==> src/rtl/rom_seq_reader.sv <==
// Walks a combinational ROM from word 0 to the last word at one step per DIV clocks,
// capturing each word with a one-cycle valid strobe; stops or wraps at the end of a pass.
module rom_seq_reader #(
   parameter int AW  = 2,
   parameter int DW  = 4,
   parameter int DIV = 4
) (
   input  logic          clk,
   input  logic          rst_n,
   input  logic          start,
   input  logic          stop,
   input  logic          loop,
   input  logic [DW-1:0] rom_data,
   output logic [AW-1:0] adr,
   output logic [DW-1:0] data,
   output logic          data_valid,
   output logic          busy,
   output logic          done,
   output logic [7:0]    passes
);

   typedef enum logic {IDLE, RUN} state_t;

   localparam logic [7:0]    CNT_LAST = 8'(DIV - 1);
   localparam logic [AW-1:0] ADR_LAST = {AW{1'b1}};

   state_t        state_q, state_d;
   logic [AW-1:0] adr_q, adr_d;
   logic [7:0]    cnt_q, cnt_d;
   logic [DW-1:0] data_q, data_d;
   logic          data_valid_q, data_valid_d;
   logic          busy_q, busy_d;
   logic          done_q, done_d;
   logic [7:0]    passes_q, passes_d;

   always_ff @(posedge clk or negedge rst_n) begin
      if (!rst_n) begin
         state_q      <= IDLE;
         adr_q        <= '0;
         cnt_q        <= '0;
         data_q       <= '0;
         data_valid_q <= 1'b0;
         busy_q       <= 1'b0;
         done_q       <= 1'b0;
         passes_q     <= '0;
      end else begin
         state_q      <= state_d;
         adr_q        <= adr_d;
         cnt_q        <= cnt_d;
         data_q       <= data_d;
         data_valid_q <= data_valid_d;
         busy_q       <= busy_d;
         done_q       <= done_d;
         passes_q     <= passes_d;
      end
   end

   always_comb begin
      state_d      = state_q;
      adr_d        = adr_q;
      cnt_d        = cnt_q;
      data_d       = data_q;
      data_valid_d = 1'b0;
      done_d       = 1'b0;
      passes_d     = passes_q;

      case (state_q)
         IDLE: begin
            if (start && !stop) begin
               state_d  = RUN;
               adr_d    = '0;
               cnt_d    = '0;
               passes_d = '0;
            end
         end
         RUN: begin
            // stop outranks a coinciding step edge, so an aborted step never captures
            if (stop) begin
               state_d = IDLE;
               adr_d   = '0;
               cnt_d   = '0;
            end else if (cnt_q < CNT_LAST) begin
               cnt_d = cnt_q + 8'd1;
            end else begin
               data_d       = rom_data;
               data_valid_d = 1'b1;
               cnt_d        = '0;
               if (adr_q != ADR_LAST) begin
                  adr_d = adr_q + AW'(1);
               end else begin
                  adr_d    = '0;
                  passes_d = passes_q + 8'd1;
                  if (!loop) begin
                     state_d = IDLE;
                     done_d  = 1'b1;
                  end
               end
            end
         end
         default: state_d = IDLE;
      endcase

      busy_d = (state_d == RUN);
   end

   assign adr        = adr_q;
   assign data       = data_q;
   assign data_valid = data_valid_q;
   assign busy       = busy_q;
   assign done       = done_q;
   assign passes     = passes_q;

endmodule

==> config.mk <==
export PLATFORM = sky130hd
export DESIGN_NAME = rom_seq_reader
export DESIGN_NICKNAME = d
export VERILOG_FILES = /design/src/rtl/rom_seq_reader.sv
export SDC_FILE = /design/constraint.sdc
export NUM_CORES = 1
export LEC_CHECK = 0
export ABC_CLOCK_PERIOD_IN_PS = 2150
export BUFFER_PORTS_ARGS = -buffer_cell sky130_fd_sc_hd__buf_2
export CORE_ASPECT_RATIO = 1.5
export CORE_MARGIN = 5
export CORE_UTILIZATION = 35
export DETAILED_ROUTE_END_ITERATION = 6
export SLEW_MARGIN = 15
export SYNTH_ARGS = -nofsm -noshare
export SYNTH_HDL_FRONTEND = slang
export SYNTH_SLANG_ARGS = --single-unit
==> constraint.sdc <==
create_clock -name clk -period 2.15 [get_ports clk]
set_input_delay 0.5375 -clock clk [delete_from_list [all_inputs] [get_ports clk]]
set_output_delay 0.5375 -clock clk [all_outputs]
set_load 0.01 [all_outputs]
Word level (Yosys, flattened, before mapping)
Cells that the tools add are included.
{"block": "totals", "register_bits": 25, "inputBits": 9, "output_inout_bits": 17, "elab_cells": 52}
{"block": "op_classes", "n_addsub": 3, "n_lt_le_gt_ge": 1, "n_eq_ne": 6, "mux": 27, "n_bitwise": 3, "n_reduce_logical": 5}
{"op": "2-to-1 mux 8 bit", "count": 6}
{"op": "one-hot mux 8 bit (2 select lines)", "count": 2}
{"op": "adder 8 x 1 -> 8 bit, second input constant", "count": 2}
{"op": "2-to-1 mux 1 bit", "count": 13}
{"op": "inequality test 2 bit, second input constant", "count": 5}
{"op": "less-than comparator 8 x 2 -> 1 bit, second input constant", "count": 1}
{"op": "2-to-1 mux 2 bit", "count": 4}
{"op": "one-hot mux 2 bit (2 select lines)", "count": 1}
{"op": "AND reduction 4 bit", "count": 1}
{"op": "inequality test 3 bit, second input constant", "count": 1}
{"op": "inverter 1 bit", "count": 3}
{"op": "AND reduction 3 bit", "count": 1}
{"op": "adder 2 x 1 -> 2 bit, second input constant", "count": 1}
{"op": "one-hot mux 1 bit (2 select lines)", "count": 1}
{"op": "AND reduction 2 bit", "count": 1}
{"op": "logical AND 1 bit", "count": 1}
{"op": "zero test 1 bit", "count": 1}

Depth between registers and ports, before layout
{"block": "logic_depth", "word_depth": 5, "depth_mapped": 6, "mapped_depth_nobuf": 6}

Least setup slack after synthesis
No wires, ideal clock.
{"block": "synth_timing", "path_type": "flip-flop to flip-flop", "from": "reg cnt_q[0]", "to": "reg adr_q[1] (netlist: adr[1])", "setup_time_ns": 0.121, "arrival_ns": 1.726, "required_ns": 2.029, "path_slack_ns": 0.303, "path_stages_with_launch": 6, "path_buffers": 0, "synth_period_minus_slack_ns": 1.847, "cell_sequence": "dfrtp_1 > ha_1 > or4_4 > o21ai_4 > inv_2 > a22o_1"}
{"block": "synth_between", "elab_chain_len": 3}
{"item": "start: declaration", "line_no": "29", "rtl": "logic [7:0] cnt_q, cnt_d;"}
{"item": "start signal: assignment", "line_no": "49", "rtl": "cnt_q <= cnt_d;"}
{"item": "less-than comparator 8 x 2 -> 1 bit", "line_no": "82", "rtl": "end else if (cnt_q < CNT_LAST) begin"}
{"item": "inequality test 3 bit (no line)"}
{"item": "AND reduction 2 bit (no line)"}
{"item": "end signal: assignment", "line_no": "48", "rtl": "adr_q <= adr_d;"}
{"item": "end: declaration", "line_no": "28", "rtl": "logic [AW-1:0] adr_q, adr_d;"}
No other way between the ends.
A chain may end at the register's enable or synchronous reset.

Final worst setup path
Same ends and word-level chain as after synthesis.

==> results.py <==
metrics = {
    "placement": {
        "dp_hpwl_mm": 1.87,
        "port_buffers": 25,
        "dp_slack_ps": 175,
        "routabilityCongestion": 0.816,
    },
    "global_routing": {
        "grt_overflow_total": 0,
        "antenna_found_initial": 0,
        "grtUsageTotal": 0.111,
        "grt_pass1_wl_mm": 3.98,
        "grt_max_degree": 26,
        "grt_pass1_vias": 875,
    },
    "setup_path": {
        "critPathBufInv": 1,
        "startpoint_type": "register",
        "r2r_start": "cnt_q[0]$_DFFE_PN0P_",
        "cpPeakStageDelay_ps": 570,
        "path_max_fanout": 8,
        "worstPathCellList": "ha_1 -> or4_4 -> o21ai_4 -> inv_2 -> a22o_1",
        "critical_path_arrival_ps": 2140,
        "crit_family": "simple AND/OR/NAND/NOR gates",
        "slowest_stage": "or4_4",
        "path_class": "reg2reg",
        "startpoint": "cnt_q[0]$_DFFE_PN0P_",
        "crit_path_end_kind": "register",
        "cp.required_ps": 2310,
    },
    "pwr": {
        "p_int_w": 0.000740,
        "power_frac_seq": 0.541,
        "p_clk_frac": 0.258,
        "switching_power_w": 0.000328,
        "leakagePower_nw": 0.766,
        "power_frac_comb": 0.201,
        "ir_drop_mv": 0.416,
        "powerDensity_nw_per_um2": 777,
        "power.share.switching": 0.307,
    },
    "floorplanning": {
        "start_util": 0.366,
        "rows": 25,
        "die_area_sq_um": 4580,
        "pin_count": 26,
        "die_w_um": 57.0,
        "core_area_sq_um": 3160,
        "die_h_um": 80.4,
    },
    "sta": {
        "tightest_slew_ps": 550,
        "hold_violations": 0,
        "max_clock_freq_mhz": 505,
        "period_share": 0.920,
        "fin_skew_ps": 2.76,
        "finalMaxSlewViolations": 0,
        "slew_headroom": 0.634,
        "fin_tns_setup_ps": 0,
        "rsz0062_at_grt": "false",
        "fin_ws_ps": 171,
        "setup_viol": 0,
        "layout_min_cycle_time_ps": 1980,
    },
    "synth": {
        "ys_warn_count": 0,
        "synthTopCellsByCount": "dfrtp_1 (25), nand2_1 (21), nor2_1 (6)",
        "synth_ff_type": "dfrtp_1",
        "postSynthCellCount": 111,
        "synth-edff-count": 0,
        "yosysUniqueCellTypes": 34,
        "synth_area_leaders": "dfrtp_1 (54%), nand2_1 (6.8%), mux2i_1 (3.5%), ha_1 (3.2%), nor2_1 (1.9%)",
        "synth_top_area_share": 0.541,
        "yosysMostFrequentCell": "dfrtp_1",
        "async_reset_ff_frac": 1.00,
        "synth_area_sq_um": 1160,
        "ys_seq_area_frac": 0.541,
        "syn-num-nets": 123,
        "yosysTopAreaCell": "dfrtp_1",
        "ys_seq_elements": 25,
        "syn_avg_cell_area_sq_um": 10.4,
    },
    "clocking": {
        "clkSinkCount": 25,
        "cts_buffers": 3,
        "postCtsResizedCells": 0,
        "postCtsHoldBufs": 0,
        "clockBufferDepth": 2,
        "ctsRootBufferMaster": "clkbuf_8",
        "clkTransAtPathRegs_ps": 90,
        "htree_levels": 1,
        "cts_tree": "done",
        "clock_latency_ps": 270,
        "post_cts_buffers": 0,
    },
    "outcome": {
        "outcome": "finished clean",
    },
    "detailed_routing": {
        "viasPerCell": 5.22,
        "drtIter0Drc": 19,
        "wirelength_mm": 2.43,
        "via_count": 935,
        "wire_per_inst_um": 13.6,
        "drc": 0,
        "drt_first_pass_iters": 4,
        "drtAntennaViolNets": 0,
    },
    "final_layout": {
        "finalNetCount": 152,
        "num_antenna_cells": 0,
        "n_fill_cell": 322,
        "drive_gt1_frac": 0.245,
        "areaGrowthSynthToFinish_pct": 18.7,
    },
    "worst_hold_path": {
        "hold_class": "in2async",
    },
    "job": {
        "cap_viol_max_count": 0,
    },
}
[per-layer routing]
metal / global-route usage / part of all wire
met3: 0.0257 / 0.047
met1: 0.131 / 0.43
met4: 0.0557 / 0.024
met5: 0 / 0
met2: 0.185 / 0.50
[cells by family (layout without fill, tap and decap cells)]
logic type,count (synthesis),in the layout,share of synthesized area
flops,25,25,0.541
simple gates,56,56,0.247
xor+xnor,1,1,0.00757
mux,4,4,0.0346
compound gates,20,20,0.131
buf+inv,2,30,0.00756
fa+ha+maj,3,3,0.0324
[per-stage QoR]
step                power, W  std cells  hold WS (ps)  cell area (sq um)   util
floorplan           0.000717        111           242               1160      -
global placement    0.000797        175           456               1330  0.420
detailed placement  0.000806        175           459               1330  0.420
CTS                  0.00108        179           267               1370  0.435
global route         0.00115        179           283               1370  0.435
finish               0.00107        179           248               1370  0.435
[registers in the layout, summed over array words and instances, names as in the netlist]
register and flops:
adr 2, cnt_q 8, data_valid 1, done 1, busy 1, data 4, passes 8
[worst paths after layout]
| kind | end | slack (ps) | cells past startpoint |
|---|---|---|---|
| min in group clk | data[0]$_DFFE_PN0P_ | 450 | 3 |
| max in group asynchronous | passes[3]$_DFFE_PN0P_ | 1540 | 1 |
| max | adr[1]$_DFFE_PN0P_ | 170 | 5 |
| max reg2reg | adr[1]$_DFFE_PN0P_ | 170 | 5 |
| min | passes[2]$_DFFE_PN0P_ | 250 | 1 |
| min reg2reg | data[2]$_DFFE_PN0P_ | 480 | 2 |
[placed cells by master, fill, tap and decap left out, types with 4 or more instances in the layout]
cell	n
dfrtp_1	25
buf_2	25
nand2_1	21
nor2_1	6
nand3_1	4
mux2i_1	4
o21ai_1	4
[cell type report]
cell class	count	area, sq um	share of cell area
clock buffers	3	41.3	0.0301
clock inverters	1	5.00	0.00364
inverters	1	3.75	0.00273
multi-input cells	84	523	0.381
flip-flops and latches	25	626	0.455
well taps	40	50.0	0.0364
repair buffers	25	125	0.0911
[power by group through the flow]
stage | sequential [W] | combinational [W] | clock, W
after floorplan | 0.000585 | 0.000132 | 0
after global placement | 0.000584 | 0.000213 | 0
after detailed placement | 0.000586 | 0.000220 | 0
after CTS | 0.000577 | 0.000220 | 0.000284
after global routing | 0.000589 | 0.000245 | 0.000312
final | 0.000578 | 0.000215 | 0.000276
Note: power is estimated with default switching activity, not from simulation.
